<file path="src/rtl/pin_debounce_if.sv">
// Signal bundle between raw device pins, the debounce stage and the
// downstream pin-logic blocks.
interface pin_debounce_if #(
  parameter int WIDTH = 5
);
  logic [WIDTH-1:0] pin_in;
  logic [WIDTH-1:0] lvl_out;
  logic [WIDTH-1:0] rise;
  logic [WIDTH-1:0] fall;
  logic             busy;

  // Pin/driver side: supplies raw levels, observes the conditioned result.
  modport master (
    output pin_in,
    input  lvl_out,
    input  rise,
    input  fall,
    input  busy
  );

  // Debounce stage side.
  modport slave (
    input  pin_in,
    output lvl_out,
    output rise,
    output fall,
    output busy
  );
endinterface

</file>
<file path="src/rtl/pin_debounce.sv">
// Per-channel pin conditioner: two-flop synchroniser, shared tick prescaler,
// and a stability counter that only forwards a level after it has persisted
// for STABLE ticks. Registered rise/fall strobes mark each accepted change.
module pin_debounce #(
  parameter int WIDTH    = 5,
  parameter int STABLE   = 4,
  parameter int PRESCALE = 1
) (
  input  logic           clk,
  input  logic           rst_n,
  pin_debounce_if.slave  bus
);

  localparam int CNT_W = $clog2(STABLE + 1);
  localparam int PS_W  = (PRESCALE < 2) ? 1 : $clog2(PRESCALE);

  localparam logic [CNT_W-1:0] CNT_LAST = CNT_W'(STABLE - 1);
  localparam logic [PS_W-1:0]  PS_LAST  = PS_W'(PRESCALE - 1);

  logic [WIDTH-1:0] sync_p0;
  logic [WIDTH-1:0] sync_p1;

  logic [PS_W-1:0]  ps_cnt;
  logic             tick;

  logic [CNT_W-1:0] cnt     [WIDTH];
  logic [CNT_W-1:0] cnt_nxt [WIDTH];

  logic [WIDTH-1:0] lvl_q;
  logic [WIDTH-1:0] lvl_nxt;
  logic [WIDTH-1:0] rise_q;
  logic [WIDTH-1:0] rise_nxt;
  logic [WIDTH-1:0] fall_q;
  logic [WIDTH-1:0] fall_nxt;
  logic             busy_q;
  logic             busy_nxt;

  // ---- stage p0/p1: bring raw pins into the clock domain ----
  // Two-flop synchroniser; only sync_p1 is trusted downstream.
  always_ff @(posedge clk) begin
    if (!rst_n) begin
      sync_p0 <= '0;
      sync_p1 <= '0;
    end else begin
      sync_p0 <= bus.pin_in;
      sync_p1 <= sync_p0;
    end
  end

  // Free-running prescaler; wraps at PRESCALE-1 so PRESCALE=1 ticks every cycle.
  always_ff @(posedge clk) begin
    if (!rst_n) begin
      ps_cnt <= '0;
    end else if (ps_cnt == PS_LAST) begin
      ps_cnt <= '0;
    end else begin
      ps_cnt <= ps_cnt + PS_W'(1);
    end
  end

  assign tick = (ps_cnt == PS_LAST);

  // ---- stage p2: stability counting and acceptance ----
  // A level different from the accepted one must survive STABLE ticks; any
  // return to the accepted level clears the count immediately.
  always_comb begin
    lvl_nxt  = lvl_q;
    rise_nxt = '0;
    fall_nxt = '0;
    busy_nxt = 1'b0;
    for (int i = 0; i < WIDTH; i++) begin
      cnt_nxt[i] = cnt[i];
      if (sync_p1[i] == lvl_q[i]) begin
        cnt_nxt[i] = '0;
      end else if (tick && (cnt[i] == CNT_LAST)) begin
        cnt_nxt[i]  = '0;
        lvl_nxt[i]  = sync_p1[i];
        rise_nxt[i] = sync_p1[i];
        fall_nxt[i] = ~sync_p1[i];
      end else if (tick) begin
        cnt_nxt[i] = cnt[i] + CNT_W'(1);
      end
      busy_nxt = busy_nxt | (cnt_nxt[i] != '0);
    end
  end

  // Commit counters, accepted levels and strobes; strobes land in the same
  // cycle the new level first appears.
  always_ff @(posedge clk) begin
    if (!rst_n) begin
      for (int i = 0; i < WIDTH; i++) begin
        cnt[i] <= '0;
      end
      lvl_q  <= '0;
      rise_q <= '0;
      fall_q <= '0;
      busy_q <= 1'b0;
    end else begin
      for (int i = 0; i < WIDTH; i++) begin
        cnt[i] <= cnt_nxt[i];
      end
      lvl_q  <= lvl_nxt;
      rise_q <= rise_nxt;
      fall_q <= fall_nxt;
      busy_q <= busy_nxt;
    end
  end

  assign bus.lvl_out = lvl_q;
  assign bus.rise    = rise_q;
  assign bus.fall    = fall_q;
  assign bus.busy    = busy_q;

endmodule

</file>
<file path="src/flat_wrapper.sv">
// flat-port wrapper written by rule: the top's interface ports become plain ports
module pin_debounce_flat 
#(
  parameter int WIDTH    = 5,
  parameter int STABLE   = 4,
  parameter int PRESCALE = 1
)
  (clk, rst_n, bus_pin_in, bus_lvl_out, bus_rise, bus_fall, bus_busy);
  pin_debounce_if #(.WIDTH(WIDTH)) bus_i ();
  input  logic clk;
  input  logic rst_n;
  input wire logic [$bits(bus_i.pin_in)-1:0] bus_pin_in;
  output wire logic [$bits(bus_i.lvl_out)-1:0] bus_lvl_out;
  output wire logic [$bits(bus_i.rise)-1:0] bus_rise;
  output wire logic [$bits(bus_i.fall)-1:0] bus_fall;
  output wire logic [$bits(bus_i.busy)-1:0] bus_busy;
  assign bus_i.pin_in = bus_pin_in;
  assign bus_lvl_out = bus_i.lvl_out;
  assign bus_rise = bus_i.rise;
  assign bus_fall = bus_i.fall;
  assign bus_busy = bus_i.busy;
  pin_debounce #(.WIDTH(WIDTH), .STABLE(STABLE), .PRESCALE(PRESCALE)) u_core (.clk(clk), .rst_n(rst_n), .bus(bus_i));
endmodule
</file>
<file path="config.mk">
export PLATFORM = sky130hd
export DESIGN_NAME = pin_debounce_flat
export DESIGN_NICKNAME = d
export VERILOG_FILES = /design/src/rtl/pin_debounce_if.sv /design/src/rtl/pin_debounce.sv /design/src/flat_wrapper.sv
export SDC_FILE = /design/constraint.sdc
export NUM_CORES = 1
export LEC_CHECK = 0
export ABC_CLOCK_PERIOD_IN_PS = 4400
export BUFFER_PORTS_ARGS = -buffer_cell sky130_fd_sc_hd__clkbuf_2
export CORE_AREA = 2 2 69 71
export DETAILED_ROUTE_END_ITERATION = 16
export DIE_AREA = 0 0 71 73
export PLACE_DENSITY_LB_ADDON = 0.05
export SLEW_MARGIN = 20
export SYNTH_ARGS = -nofsm -noshare
export SYNTH_HDL_FRONTEND = slang
export SYNTH_SLANG_ARGS = --single-unit
</file>
<file path="constraint.sdc">
create_clock -name clk -period 4.4 [get_ports clk]
set_input_delay 0.88 -clock clk [delete_from_list [all_inputs] [get_ports clk]]
set_output_delay 0.88 -clock clk [all_outputs]
set_load 0.02 [all_outputs]
</file>
==> Word-level counts from Yosys, hierarchy flattened <==
Memories as Yosys holds them, arrays and structs flattened.
Index checks and enable logic that the tools add are counted.
{ "totals": {"output_inout_bits": 16, "in_bits": 7, "mem_count": 1, "ramBits": 15, "register_bits": 27, "wordCells": 105} }
{ "mem_list": {"columns": ["name", "words", "width", "rd", "rd_clocked_by_memory_dff", "wr", "line_no", "rtl"], "rows": [
  ["u_core.cnt", 5, 3, 5, 0, 5, "pin_debounce.sv:26", "logic [CNT_W-1:0] cnt [WIDTH];"]
]} }
{ "op_classes": {"n_mux": 22, "bitwise": 26, "n_reduce_logical": 21, "eq_ne": 10, "n_addsub": 6} }
{ "op_table": {"columns": ["cell", "n"], "rows": [
  ["3-bit 2-to-1 mux", 20],
  ["1-bit NOT", 17],
  ["3-bit by 1-bit adder with 3-bit output, second input constant", 5],
  ["3-bit by 2-bit equality test with 1-bit output, second input constant", 5],
  ["3-bit nonzero test", 5],
  ["3-bit OR reduction", 5],
  ["2-bit AND reduction", 6],
  ["1-bit OR", 9],
  ["1-bit equality test", 5],
  ["1-bit logical AND", 5],
  ["1-bit 2-to-1 mux", 2],
  ["1-bit adder, second input constant", 1]
]} }

==> Logic depth before layout (Yosys ltp) <==
{ "depth": {"word_depth": 9, "ltp_mapped": 6, "depth_no_buf": 6} }

==> Worst setup path after synthesis <==
Ideal clock, no wire load.
{ "synth_path": {"path_type": "register to register", "from": "memory u_core.cnt[0][6] (netlist name)", "to": "register u_core.busy_q (netlist: u_core.bus.busy)", "arrival_ns": 1.529, "path_slack_ns": 2.795, "t_required_ns": 4.323, "path_stages_with_launch": 7, "n_path_buf": 0, "setup_time_ns": 0.077, "synth_period_minus_slack_ns": 1.605, "path_cell_list": "dfxtp_1 -> ha_1 -> ha_1 -> or3b_2 -> a21oi_1 -> nor4_1 -> a41oi_2"} }
{ "synth_rtl": {"columns": ["element", "line_no", "rtl"], "rows": [
  ["start, declared", "pin_debounce.sv:26", null],
  ["end signal, assigned", "pin_debounce.sv:105", "busy_q <= busy_nxt;"],
  ["end, declared", "pin_debounce.sv:35", "logic busy_q;"]
]} }

==> Final worst setup path <==
{ "layout_path": {"from": "input port rst_n", "to": "register u_core.rise_q[0] (netlist: u_core.bus.rise[0])"} }
{ "layout_between": {"elab_chain_len": 2} }
{ "layout_lines": {"columns": ["element", "line_no", "rtl"], "rows": [
  ["start, declared", "flat_wrapper.sv:11", "input logic rst_n;"],
  ["1-bit NOT (no source line)", null, null],
  ["3-bit OR reduction (no source line)", null, null],
  ["end signal, assigned", "pin_debounce.sv:103", "rise_q <= rise_nxt;"],
  ["end, declared", "pin_debounce.sv:31", "logic [WIDTH-1:0] rise_q;"]
]} }
No other way between the ends.
A chain may end at the register's enable or synchronous reset.

==> summary.md <==
| Metric | Value |
|---|---|
| Outcome | finished clean |
| Vias | 1,197 |
| Global Route Usage Sum | 0.134 |
| Longest Clk Path Bufs | 2 |
| Via count of the first global-routing pass | 1,169 |
| PortBufs | 22 |
| Required time of the worst setup path | 4.61 ns |
| Most common flop cell mapped by yosys | sky130_fd_sc_hd__dfxtp_1 |
| Net Count, Synth | 192 |
| Register-to-Register Setup Slack | 2.60 ns |
| Die Y | 73 um |
| Critical Path End Type | flop |
| DP Wirelength | 2.12 mm |
| Delay of the slowest cell on the worst path | 0.42 ns |
| First-pass iteration count of the detailed router | 4 |
| Total of endpoints with negative setup slack in the final report | 0 |
| Synth cell count leaders | sky130_fd_sc_hd__dfxtp_1, sky130_fd_sc_hd__and2_1, sky130_fd_sc_hd__nand2_1 |
| FF+latch count, synth | 42 |
| Cell type of the slowest stage on the worst timing path | sky130_fd_sc_hd__nor2_1 |
| Largest family of logic cells by synthesized area | simple AND/OR/NAND/NOR gates |
| Crit start category | primary input |
| Non-filler instance count after layout | 254 |
| DR DRC count | 0 |
| EDFF count, synth | 0 |
| Final instance area | 1930 sq um |
| Peak supply drop | 182 uV |
| Vias per cell | 4.71 |
| Shortest clock period the worst path allows after layout | 2.01 ns |
| Remaining number of nets flagged by the antenna check after routing | 0 |
| Global-route wire length before repair | 5.41 mm |
| Largest net degree at the start of global routing | 37 |
| Share of async-settable or async-resettable flops after synthesis | 0 |
| Power per cell area | 332 nW/um^2 |
| Number of endpoints with negative hold slack in the final report | 0 |
| Area growth from synthesis to final layout | 13.8% |
| Warnings, synthesis | 0 |
| Final-layout setup total negative slack | 0 ns |
| Total CTS buffers | 5 |
| Source of the critical timing path | rst_n |
| Summed instance area of the synthesized netlist | 1700 sq um |
| TritonCTS clock tree | yes |
| Total power of the final layout | 641 uW |
| Reg-to-reg critical path startpoint | u_core.cnt[0][6]$_SDFF_PN0_ |
| Initial detailed-routing violation count | 42 |
| Die area | 5180 sq um |
| Placed cell count | 247 |
| Synth area leaders | sky130_fd_sc_hd__dfxtp_1, sky130_fd_sc_hd__and2_1, sky130_fd_sc_hd__ha_1 |
| Period utilisation layout | 0.457 |
| Fraction of synthesized cell area in xor and xnor cells | 0.0258 |
| Class of the most critical hold timing path | flop to flop |
| Insertion delay of the later-clocked pin in the worst-skew pair | 0.28 ns |
| Count of buffers added by post-CTS timing repair for setup | 0 |
| Critical path arrival | 2.21 ns |
| Area share of the leading cell type in the synthesized netlist | 0.496 |
| Number of cells produced by synthesis | 175 |
| Static power due to leakage | 0.000744 uW |
| Root Buffer | sky130_fd_sc_hd__clkbuf_8 |
| Clock-pin slew reported for the worst setup and hold paths after clock tree synthesis | 0.07 ns |
| Post-synthesis simple-gate area fraction | 0.289 |
| Kind of critical path | primary input to flop |
| CTS H-Tree Depth | 2 |
| Mean post-synth cell area | 9.69 sq um |
| Site row count | 25 |
| Worst-case clock skew | 0.00337 ns |
| F_max | 498 MHz |
| Adder and majority gate portion of the synthesized area | 0.0738 |
| Count of hold buffers inserted by post-cts repair | 0 |
| Ratio of cells with drive above 1 in the final layout | 0.155 |
| Initial core utilization | 0.374 |
| Number of diodes added for antenna fixing | 0 |
| Number of I/O pins | 23 |
| Total Routed Length | 2.97 mm |
| PnR worst setup slack | 2.39 ns |
| Number of antenna violations at the first check in global routing | 0 |
| Slew Viols, Final | 0 |
| Seq/Total Area, Yosys | 0.496 |
| Critical path fanouts, max | 26 |
| Unrepaired setup endpoints after global routing | no |
| Launch instance of the worst min-delay path | u_core.sync_p0[4]$_SDFF_PN0_ |
| RePlAce Congestion | 0.747 |
| Ordered list of cells on the worst path | clkbuf_2 -> inv_1 -> nor2_1 -> nand2_1 -> nor3b_1 |
| Complex-gate fraction of the synthesized area | 0.0539 |
| Layout Nets | 217 |
| Cell with the most instances after synthesis | sky130_fd_sc_hd__dfxtp_1 |
| Total clock sinks | 42 |
| Count of cells resized by post-cts repair | 0 |
| Core Area | 4540 sq um |
| Worst setup slack after placement | 2.02 ns |
| Horizontal die dimension | 71 um |
| Cell variety after synth | 21 |
| Grt ovf | 0 |
| Max-cap check violation count | 0 |
| Top cell type by total area after synthesis | sky130_fd_sc_hd__dfxtp_1 |
| Post-placement cell area | 1850 sq um |
| Proportion of synthesized area in mux cells | 0.0295 |
| Detail-routed net length per standard cell | 11.7 um |
worst max-delay path: cells and delay by family:
kind,cells,cell delay [ns]
simple gates,3,0.75
buf+inv,2,0.58
metal layers:
layer | wire [um] | track usage | vias up | part of all wire
li1 | - | - | 628 | -
met1 | 1410 | 0.166 | 544 | 0.48
met2 | 1400 | 0.216 | 19 | 0.47
met3 | 121 | 0.0442 | 6 | 0.041
met4 | 36 | 0.0503 | 0 | 0.012
met5 | 0 | 0 | - | 0
state kept, by name, summed over array words and instances, names as in the netlist:
| signal | flops |
|---|---|
| u_core.cnt | 15 |
| u_core.bus.fall | 5 |
| u_core.bus.lvl_out | 5 |
| u_core.bus.rise | 5 |
| u_core.sync_p0 | 5 |
| u_core.sync_p1 | 5 |
| u_core.bus.busy | 1 |
| u_core.ps_cnt | 1 |
cell type report:
type                    count  area (sq um)
flip-flops and latches     42           841
inverters                   6          22.5
multi-input cells         122           805
well taps                  54          67.6
clock buffers               7          76.3
fillers                   481          2610
repair buffers             23           118
report_power, final:
| part | leakage (uW) | switching (uW) | internal [uW] |
|---|---|---|---|
| logic | 0.000365 | 15.7 | 10.6 |
| registers | 0.000341 | 3.31 | 386 |
| clock network | 0.0000383 | 116 | 109 |
cells by family after synthesis:
family / count (synthesis)
flip-flops: 42
AND/OR/NAND/NOR: 85
buffers and inverters: 11
other: 1
multiplexers: 5
XOR/XNOR: 5
AO/OA/AOI/OAI: 16
adder cells (fa/ha/maj): 10
metrics by stage:
step	util	hold WS (ns)
after global routing	0.425	0.444
after floorplan	-	0.412
after global placement	0.409	0.419
after detailed placement	0.409	0.423
final	0.425	0.435
after CTS	0.425	0.440
cell usage in the layout (no fill, tap or decap):
master                      n
sky130_fd_sc_hd__or3_1     10
sky130_fd_sc_hd__nor4_1     3
sky130_fd_sc_hd__ha_1      10
sky130_fd_sc_hd__or3b_2     2
sky130_fd_sc_hd__nor2b_1    5
sky130_fd_sc_hd__clkbuf_1   2
sky130_fd_sc_hd__conb_1     1
sky130_fd_sc_hd__nor3_1     1
sky130_fd_sc_hd__and2_1    25
sky130_fd_sc_hd__inv_1      6
sky130_fd_sc_hd__nand2_1   20
sky130_fd_sc_hd__dfxtp_1   42
sky130_fd_sc_hd__clkbuf_8   5
sky130_fd_sc_hd__xnor2_1    5
sky130_fd_sc_hd__nor3b_1   10
sky130_fd_sc_hd__a21oi_1   15
sky130_fd_sc_hd__clkbuf_2  22
sky130_fd_sc_hd__mux2i_1    5
sky130_fd_sc_hd__or3b_1     3
sky130_fd_sc_hd__buf_4      1
sky130_fd_sc_hd__nor2_1     6
sky130_fd_sc_hd__a41oi_2    1
final timing paths:
| check | end | cells after the start |
|---|---|---|
| setup / recovery | u_core.bus.rise[0]$_SDFF_PP0_ | 5 |
| hold / removal | u_core.sync_p1[4]$_SDFF_PN0_ | 1 |
| setup reg to reg | u_core.bus.busy$_SDFF_PN0_ | 6 |
| hold reg to reg | u_core.sync_p1[4]$_SDFF_PN0_ | 1 |
No activity file was read; power rests on OpenSTA's default activity.
